==> config.mk <==
export PLATFORM = sky130hd
export DESIGN_NAME = run_detector_flat
export DESIGN_NICKNAME = d
export VERILOG_FILES = /design/src/rtl/run_detector_if.sv /design/src/rtl/run_detector.sv /design/src/flat_wrapper.sv
export SDC_FILE = /design/constraint.sdc
export NUM_CORES = 1
export LEC_CHECK = 0
export ABC_AREA = 1
export ABC_CLOCK_PERIOD_IN_PS = 1600
export CAP_MARGIN = 5
export CORE_ASPECT_RATIO = 1.25
export CORE_UTILIZATION = 45
export DETAILED_ROUTE_END_ITERATION = 16
export MAX_ROUTING_LAYER = met4
export PLACE_DENSITY = 0.74
export SLEW_MARGIN = 20
export SYNTH_ARGS = -nofsm -noshare
export SYNTH_HDL_FRONTEND = slang
export SYNTH_SLANG_ARGS = --single-unit
==> constraint.sdc <==
create_clock -name clk -period 1.6 [get_ports clk]
set_input_delay 0.32 -clock clk [delete_from_list [all_inputs] [get_ports clk]]
set_output_delay 0.32 -clock clk [all_outputs]
set_load 0.01 [all_outputs]
==> src/rtl/run_detector_if.sv <==
// Serial-stream bus between a bit source and the run detector: the sample and
// control inputs from the source, plus the detection status returned to it.
interface run_detector_if #(
  parameter int LEN_W = 8,
  parameter int CNT_W = 8
);
  logic             in;
  logic             in_valid;
  logic             clear;
  logic             en_zero;
  logic             en_one;
  logic             out;
  logic             out_bit;
  logic [LEN_W-1:0] run_len;
  logic             hit;
  logic [CNT_W-1:0] hit_count;

  modport master (
    output in, in_valid, clear, en_zero, en_one,
    input  out, out_bit, run_len, hit, hit_count
  );

  modport slave (
    input  in, in_valid, clear, en_zero, en_one,
    output out, out_bit, run_len, hit, hit_count
  );
endinterface

==> src/rtl/run_detector.sv <==
// Run-length detector: flags RUN_LEN or more consecutive equal valid samples,
// with per-polarity enables, a saturating run length, a hit strobe and a hit counter.
module run_detector #(
  parameter int RUN_LEN = 4,
  parameter int LEN_W   = 8,
  parameter int CNT_W   = 8
) (
  input  logic         clk,
  input  logic         reset_n,
  run_detector_if.slave bus
);

  typedef enum logic [1:0] {
    IDLE  = 2'd0,
    COUNT = 2'd1,
    HIT   = 2'd2
  } state_t;

  localparam logic [LEN_W-1:0] RUN_MAX = LEN_W'(RUN_LEN);

  state_t           state, state_d;
  logic             last_bit, last_bit_d;
  logic [LEN_W-1:0] run_len_q, run_len_d;
  logic             hit_q, hit_d;
  logic [CNT_W-1:0] hit_count_q, hit_count_d;
  logic             in_pol_en;

  // NOTE: sequential state uses non-blocking assignments so every register
  // samples the pre-edge values regardless of statement order.
  always_ff @(posedge clk or negedge reset_n) begin
    if (!reset_n) begin
      state       <= IDLE;
      last_bit    <= 1'b0;
      run_len_q   <= '0;
      hit_q       <= 1'b0;
      hit_count_q <= '0;
    end else begin
      state       <= state_d;
      last_bit    <= last_bit_d;
      run_len_q   <= run_len_d;
      hit_q       <= hit_d;
      hit_count_q <= hit_count_d;
    end
  end

  // The enable that matters for a hit is the one of the run being extended,
  // i.e. the polarity of the incoming bit at the completing edge.
  assign in_pol_en = bus.in ? bus.en_one : bus.en_zero;

  // NOTE: every signal gets a default first, so no path leaves one unassigned
  // and no latch is inferred.
  always_comb begin
    state_d     = state;
    last_bit_d  = last_bit;
    run_len_d   = run_len_q;
    hit_d       = 1'b0;
    hit_count_d = hit_count_q;

    if (bus.clear) begin
      state_d     = IDLE;
      last_bit_d  = 1'b0;
      run_len_d   = '0;
      hit_count_d = '0;
    end else if (bus.in_valid) begin
      if (state == IDLE || bus.in != last_bit) begin
        state_d    = COUNT;
        last_bit_d = bus.in;
        run_len_d  = LEN_W'(1);
      end else if (state == COUNT) begin
        run_len_d = run_len_q + 1'b1;
        if (run_len_d == RUN_MAX) begin
          state_d = HIT;
          if (in_pol_en) begin
            hit_d       = 1'b1;
            hit_count_d = hit_count_q + 1'b1;
          end
        end
      end
      // Same bit while in HIT: run length stays saturated, nothing re-fires.
    end
  end

  // Enables are applied combinationally so they take effect mid-run.
  always_comb begin
    bus.out       = (state == HIT) && (last_bit ? bus.en_one : bus.en_zero);
    bus.out_bit   = last_bit;
    bus.run_len   = run_len_q;
    bus.hit       = hit_q;
    bus.hit_count = hit_count_q;
  end

endmodule

==> src/flat_wrapper.sv <==
// flat-port wrapper written by rule: the top's interface ports become plain ports
module run_detector_flat 
#(
  parameter int RUN_LEN = 4,
  parameter int LEN_W   = 8,
  parameter int CNT_W   = 8
)
  (clk, reset_n, bus_in, bus_in_valid, bus_clear, bus_en_zero, bus_en_one, bus_out, bus_out_bit, bus_run_len, bus_hit, bus_hit_count);
  run_detector_if #(.LEN_W(LEN_W), .CNT_W(CNT_W)) bus_i ();
  input  logic clk;
  input  logic reset_n;
  input wire logic [$bits(bus_i.in)-1:0] bus_in;
  input wire logic [$bits(bus_i.in_valid)-1:0] bus_in_valid;
  input wire logic [$bits(bus_i.clear)-1:0] bus_clear;
  input wire logic [$bits(bus_i.en_zero)-1:0] bus_en_zero;
  input wire logic [$bits(bus_i.en_one)-1:0] bus_en_one;
  output wire logic [$bits(bus_i.out)-1:0] bus_out;
  output wire logic [$bits(bus_i.out_bit)-1:0] bus_out_bit;
  output wire logic [$bits(bus_i.run_len)-1:0] bus_run_len;
  output wire logic [$bits(bus_i.hit)-1:0] bus_hit;
  output wire logic [$bits(bus_i.hit_count)-1:0] bus_hit_count;
  assign bus_i.in = bus_in;
  assign bus_i.in_valid = bus_in_valid;
  assign bus_i.clear = bus_clear;
  assign bus_i.en_zero = bus_en_zero;
  assign bus_i.en_one = bus_en_one;
  assign bus_out = bus_i.out;
  assign bus_out_bit = bus_i.out_bit;
  assign bus_run_len = bus_i.run_len;
  assign bus_hit = bus_i.hit;
  assign bus_hit_count = bus_i.hit_count;
  run_detector #(.RUN_LEN(RUN_LEN), .LEN_W(LEN_W), .CNT_W(CNT_W)) u_core (.clk(clk), .reset_n(reset_n), .bus(bus_i));
endmodule
==> run_results.csv, run 1 <==
group,metric,value,unit
synth,synth_area,1264,sq um
run_status,violations,"setup timing",
synth,yosys-mux-area-fraction,0,
place,port_buffers,25,
drt,drc,0,
critical_path,cp_common_cell,"nand2_1",
critical_path,worst_setup_path_end_kind,"flop",
critical_path,required,1840,ps
cts,clk_pin_slew,130,ps
timing,max_freq,0.5595,GHz
place,pre_cts_slack,-303.7,ps
power,totalPowerFinal,1.239,mW
layout,drive_gt1_frac,0.2466,
synth,synth_xor_area_frac,0.04158,
critical_path,start_kind,"flop",
synth,synth_cell_types,22,
place,placed_cells_incl_taps,239,
power,ir_worst_vdd,0.0004135,V
critical_path,path_class,"reg -> reg",
global_route,antenna_found_initial,0,
cts,cts_buffer_depth,2,
synth,synth_top_family_by_area,"simple AND/OR/NAND/NOR gates",
critical_path,reg2regPathDepth,12,
place,place_area,1628,sq um
timing,finalCriticalPeriod,1787,ps
critical_path,cp_cell_sequence,"buf_6 > ha_4 > inv_2 > nor2_2 > nand2_1 > nor2_1 > nand2_1 > nor2_4 > nand4_4 > nand2_4 > nand2_1 > nand2_1",
cts,tritoncts,"done",
worst_hold_path,hp-class,"in -> async",
drt,drt-initial-drc-count,31,
timing,worst_pin_slew,392.8,ps
critical_path,crit_fanout,8,
floorplan,initial_core_util,0.4715,
global_route,grt_max_degree,21,
floorplan,dieArea,3026,sq um
cts,hold_buffers,0,
timing,rsz0062_at_grt,"yes",
synth,yosys.area_share.simple,0.3762,
layout,final_cell_mix,"nand2_1 (38), nor2_1 (22), buf_4 (22)",
power,p_leak,0.9464,nW
timing,maxSlewHeadroom,0.7372,
layout,final_area,1871,sq um
synth,syn_inst,170,
drt,routed_wl,3419,microns
cts,clk_latency,300,ps
cts,cts_root_buf,"clkbuf_4",
global_route,grtUsageTotal,0.2261,
timing,drv_slew,0,
synth,seq_area_frac_synth,0.3960,
floorplan,fp.dieH,61.25,microns
synth,syn-num-nets,180,
run,maxCapViolCount,0,
global_route,first_global_vias,1206,
layout,area_delta_synth_final,48.02,%
floorplan,die_w,49.40,microns
layout,fillers,216,
global_route,grt_pass1_wl,5064,microns
synth,synth-compound-area-share,0.07030,
global_route,overflow,0,
synth,synthAdderAreaFrac,0.02970,
cts,cts_buffers,3,
timing,hold_viol_final,0,
run_status,status,"finished, violations left",
drt,routedWlPerCell,13.30,microns
critical_path,crit_slowest_cell,"dfrtp_1",
cts,cts.sinks,20,
synth,syn_avg_cell_area,7.434,sq um
power,powerDensity,662.2,nW/um^2
timing,skew,14.75,ps
drt,dr.pass1.iters,4,
critical_path,max_stage_delay,430,ps
layout,antenna_cells,0,
layout,layout.cells.non_filler,257,
drt,vias,1362,
cts,htree_levels,1,
floorplan,io_pins,26,
critical_path,reg2reg_slack,-190,ps
critical_path,arrival,2030,ps
synth,synth_seq_cells,20,
timing,setup_viol,12,
place,gp_congestion,0.8101,
layout,final_util,0.6979,
drt,postRouteAntennaNets,0,
place,dp_hpwl,2107,microns
floorplan,core_area,2680,sq um
synth,ys_warn_count,0,
timing,finalWorstSetupSlack,-187.4,ps
timing,min_period_over_period,1.117,
layout,fin_nets,234,
drt,vias_per_cell,5.300,
floorplan,rows,21,
layout,final_common_cell,"nand2_1",
repair_timing:
item                       4_1_cts  5_1_grt
gates cloned                     1        1
pin swaps                        4       14
buffers inserted                 8        4
resized for setup               13       19
setup endpoints to repair       20       25
power breakdown:
group	total (mW)	leakage [nW]	switching, mW	internal (mW)
logic	0.279	0.651	0.140	0.139
registers	0.544	0.268	0.0186	0.525
clock network	0.415	0.0279	0.162	0.253
total	1.24	0.946	0.321	0.917
Yosys cell counts (all sizes together):
master,instances,area share
nor2,26,0.089
buf,3,0.021
o211ai,3,0.018
nand4,7,0.047
dfrtp,20,0.40
inv,22,0.065
xor2,5,0.035
o21ai,9,0.036
ha,3,0.030
nand3,20,0.079
nand2,47,0.15
a21oi,2,0.017
nand3b,1,0.0059
xnor2,1,0.0069
nor3b,1,0.0059
cell type report:
type | count | area, sq um | share of cell area
clock buffers | 3 | 22.52 | 0.01204
clock inverters | 1 | 30.03 | 0.01605
inverters | 22 | 82.58 | 0.04415
multi-input cells | 126 | 706.9 | 0.3779
flip-flops and latches | 20 | 504.2 | 0.2696
well taps | 34 | 42.54 | 0.02274
repair buffers | 51 | 481.7 | 0.2575
metrics by stage:
stage                     TNS, ps  hold slack, ps
after floorplan                 0           24.41
after global placement      -4005           515.4
after detailed placement    -5220           520.9
after CTS                  -864.0           359.9
after global routing        -2776           367.7
final                       -1637           349.4
state kept, by name (all words and copies together) (netlist names):
name                  count
u_core.state              2
u_core.bus.hit            1
u_core.bus.out_bit        1
u_core.bus.hit_count      8
u_core.bus.run_len        8
cells by family after synthesis:
| logic type | Yosys count |
|---|---|
| fa+ha+maj | 3 |
| xor+xnor | 6 |
| buf+inv | 25 |
| compound gates | 14 |
| flops | 20 |
| simple gates | 102 |
worst paths after layout:
check                                      startpoint                       to
worst max-delay path            u_core.bus.run_len[0]  u_core.bus.hit_count[6]
worst min-delay path                          reset_n    u_core.bus.run_len[3]
worst max register to register  u_core.bus.run_len[0]  u_core.bus.hit_count[6]
worst min register to register        u_core.state[0]          u_core.state[0]
max in group asynchronous                     reset_n          u_core.state[0]
min in group clk                               bus_in       u_core.bus.out_bit
critical path: cells and delay by family (launching register included):
kind                     cells  cell delay [ps]
buffers and inverters        2              150
AND/OR/NAND/NOR              9             1010
flip-flops                   1              430
adder cells (fa/ha/maj)      1              110
metal layers:
layer | global-route usage | vias up | part of all wire
met5 | - | - | 0
met4 | 0.08980 | 0 | 0.014
met3 | 0.03210 | 8 | 0.046
met2 | 0.4305 | 48 | 0.55
met1 | 0.2377 | 651 | 0.39
li1 | - | 655 | -
Note: power is estimated with default switching activity, not from simulation.
==> inputs of run 2 (changes only) <==
==> constraint.sdc (replaced) <==
create_clock -name clk -period 1.6 [get_ports clk]
set_input_delay 0.4 -clock clk [delete_from_list [all_inputs] [get_ports clk]]
set_output_delay 0.4 -clock clk [all_outputs]
set_load 0.01 [all_outputs]
==> run 2 against run 1 <==
  * The flow still finishes with violations (setup timing)
  * Power shrank 15%
  * Global-route usage up 2.6 points
  * Via count is 2.6% higher
  * Largest cell class unchanged
==> run_results.csv, run 2 (same netlist as run 1, synthesis figures left out) <==
group,metric,value,unit
run_status,status,"finished, violations left",
run_status,violations,"setup timing",
critical_path,crit_fanout,8,
cts,hold_buffers,0,
floorplan,core_area,2680,sq um
place,dp_hpwl,2276,microns
layout,final_area,1897,sq um
cts,htree_levels,1,
floorplan,die_w,49.40,microns
floorplan,io_pins,26,
drt,vias_per_cell,5.316,
layout,area_delta_synth_final,50.10,%
critical_path,startpoint,"u_core.bus.run_len[0]",
power,ir_worst_vdd,0.0004962,V
power,p_leak,0.9900,nW
critical_path,path_class,"reg -> reg",
global_route,grtUsageMet2,0.4834,
drt,vias,1398,
timing,hold_viol_final,0,
global_route,overflow,0,
worst_hold_path,hp-class,"in -> async",
place,port_buffers,25,
global_route,grtUsageTotal,0.2522,
layout,final_cell_mix,"nand2_1 (41), buf_4 (29), nor2_1 (22)",
layout,fin_nets,241,
global_route,gr-usage-met3,0.03457,
drt,routedWlPerCell,14.00,microns
floorplan,fp.dieH,61.25,microns
drt,drc,0,
critical_path,reg2reg_slack,-100,ps
cts,cts.sinks,20,
drt,routed_wl,3682,microns
timing,setup_viol,17,
cts,cts_root_buf,"clkbuf_4",
place,gp_congestion,0.7823,
layout,antenna_cells,0,
timing,worst_pin_slew,338.0,ps
drt,dr.pass1.iters,6,
critical_path,timing.rr.end,"u_core.bus.hit_count[1]",
place,place_area,1628,sq um
timing,drv_slew,0,
cts,clk_pin_slew,120,ps
timing,rsz0062_at_grt,"yes",
cts,tritoncts,"done",
drt,drt-initial-drc-count,34,
critical_path,r2r_start,"u_core.bus.run_len[0]",
timing,maxSlewHeadroom,0.7738,
global_route,grt_pass1_wl,5609,microns
critical_path,worst_setup_path_end_kind,"flop",
cts,cts_buffer_depth,2,
timing,max_freq,0.5868,GHz
cts,clk_latency,300,ps
floorplan,initial_core_util,0.4715,
critical_path,required,1830,ps
global_route,first_global_vias,1312,
power,powerDensity,557.2,nW/um^2
layout,fillers,232,
layout,multi_input_area,737.0,sq um
critical_path,crit_end,"u_core.bus.hit_count[1]",
layout,regArea,505.5,sq um
floorplan,rows,21,
layout,drive_gt1_frac,0.2838,
global_route,grt_most_used_layer,"met2",
timing,skew,15.67,ps
drt,postRouteAntennaNets,0,
layout,final_common_cell,"nand2_1",
run,maxCapViolCount,0,
global_route,use_met1,0.2627,
critical_path,start_kind,"flop",
cts,cts_buffers,3,
critical_path,arrival,1930,ps
floorplan,dieArea,3026,sq um
critical_path,reg2regPathDepth,10,
timing,finalWorstSetupSlack,-104.1,ps
global_route,grt_max_degree,21,
timing,setup_tns,-1007,ps
timing,finalCriticalPeriod,1704,ps
timing,min_period_over_period,1.065,
global_route,antenna_found_initial,0,
[run 2: cell types whose count changed in the layout (fill, tap and decap cells not counted), sizes merged, moves of 2 or more]
cell,previous run,this run
buf,25,34
clkdlybuf4s50,15,5
clkbuf,5,3
clkdlybuf4s15,0,2
dlygate4sd2,5,14
[run 2: metrics by stage]
step / cells / hold WS (ps) / setup WS [ps] / util / power [mW]
after global placement: 239 / 513.8 / -400.2 / 0.6074 / 0.7675
after CTS: 261 / 440.8 / -40.57 / 0.6755 / 1.035
final: 263 / 432.0 / -104.1 / 0.7078 / 1.057
after detailed placement: 239 / 529.7 / -408.7 / 0.6074 / 0.7778
after global routing: 263 / 447.1 / -178.7 / 0.7078 / 1.112
after floorplan: 170 / 104.4 / 23.61 / - / 0.6624
[run 2: power by group]
| group | total, mW | internal (mW) | switching (mW) |
|---|---|---|---|
| registers | 0.548 | 0.526 | 0.0221 |
| clock network | 0.237 | 0.0875 | 0.149 |
| logic | 0.272 | 0.128 | 0.144 |
| total | 1.06 | 0.742 | 0.315 |
[run 2: worst min path at each step]
stage | from | end | slack [ps] | cells after the start
floorplan | reset_n | u_core.bus.hit | 100 | 0
global placement | u_core.state[0] | u_core.state[0] | 510 | 2
detailed placement | u_core.state[0] | u_core.state[0] | 530 | 2
CTS | reset_n | u_core.bus.run_len[6] | 440 | 2
global route | reset_n | u_core.bus.hit_count[2] | 450 | 2
finish | reset_n | u_core.bus.hit_count[2] | 430 | 2
[run 2: cell type report]
class / count / share of cell area
well taps: 34 / 0.02243
inverters: 22 / 0.04354
repair buffers: 58 / 0.2672
flip-flops and latches: 20 / 0.2665
clock buffers: 3 / 0.01187
multi-input cells: 126 / 0.3885
[run 2: what timing repair did]
item | in CTS | in global routing
endpoints found under the setup margin | 34 | 23
cloned | 1 | 0
hold endpoints to repair | 0 | 0
resized for setup | 29 | 23
buffers inserted | 18 | 3
pin swaps | 7 | 6
[run 2: routing by layer]
| metal | wire length [microns] | vias to the layer above |
|---|---|---|
| met5 | 0 | - |
| met4 | 80 | 0 |
| met3 | 151 | 10 |
| met2 | 2000 | 44 |
| met1 | 1450 | 674 |
| li1 | - | 670 |
[run 2: critical path, stage by stage, from the launching register on]
cell	delay (ps)
dfrtp_2	470
ha_4	190
nand2_2	60
nand2_1	80
nor2_1	120
nand2_1	100
nor2_4	180
nand4_4	160
nand2_4	160
nand2_1	60
nand2_1	60
==> inputs of run 3 (changes only) <==
GPL_TIMING_DRIVEN = 1   (was default)
==> results of run 3 <==
Same layout as run 2: the final DEF is identical, and so are final timing and power.
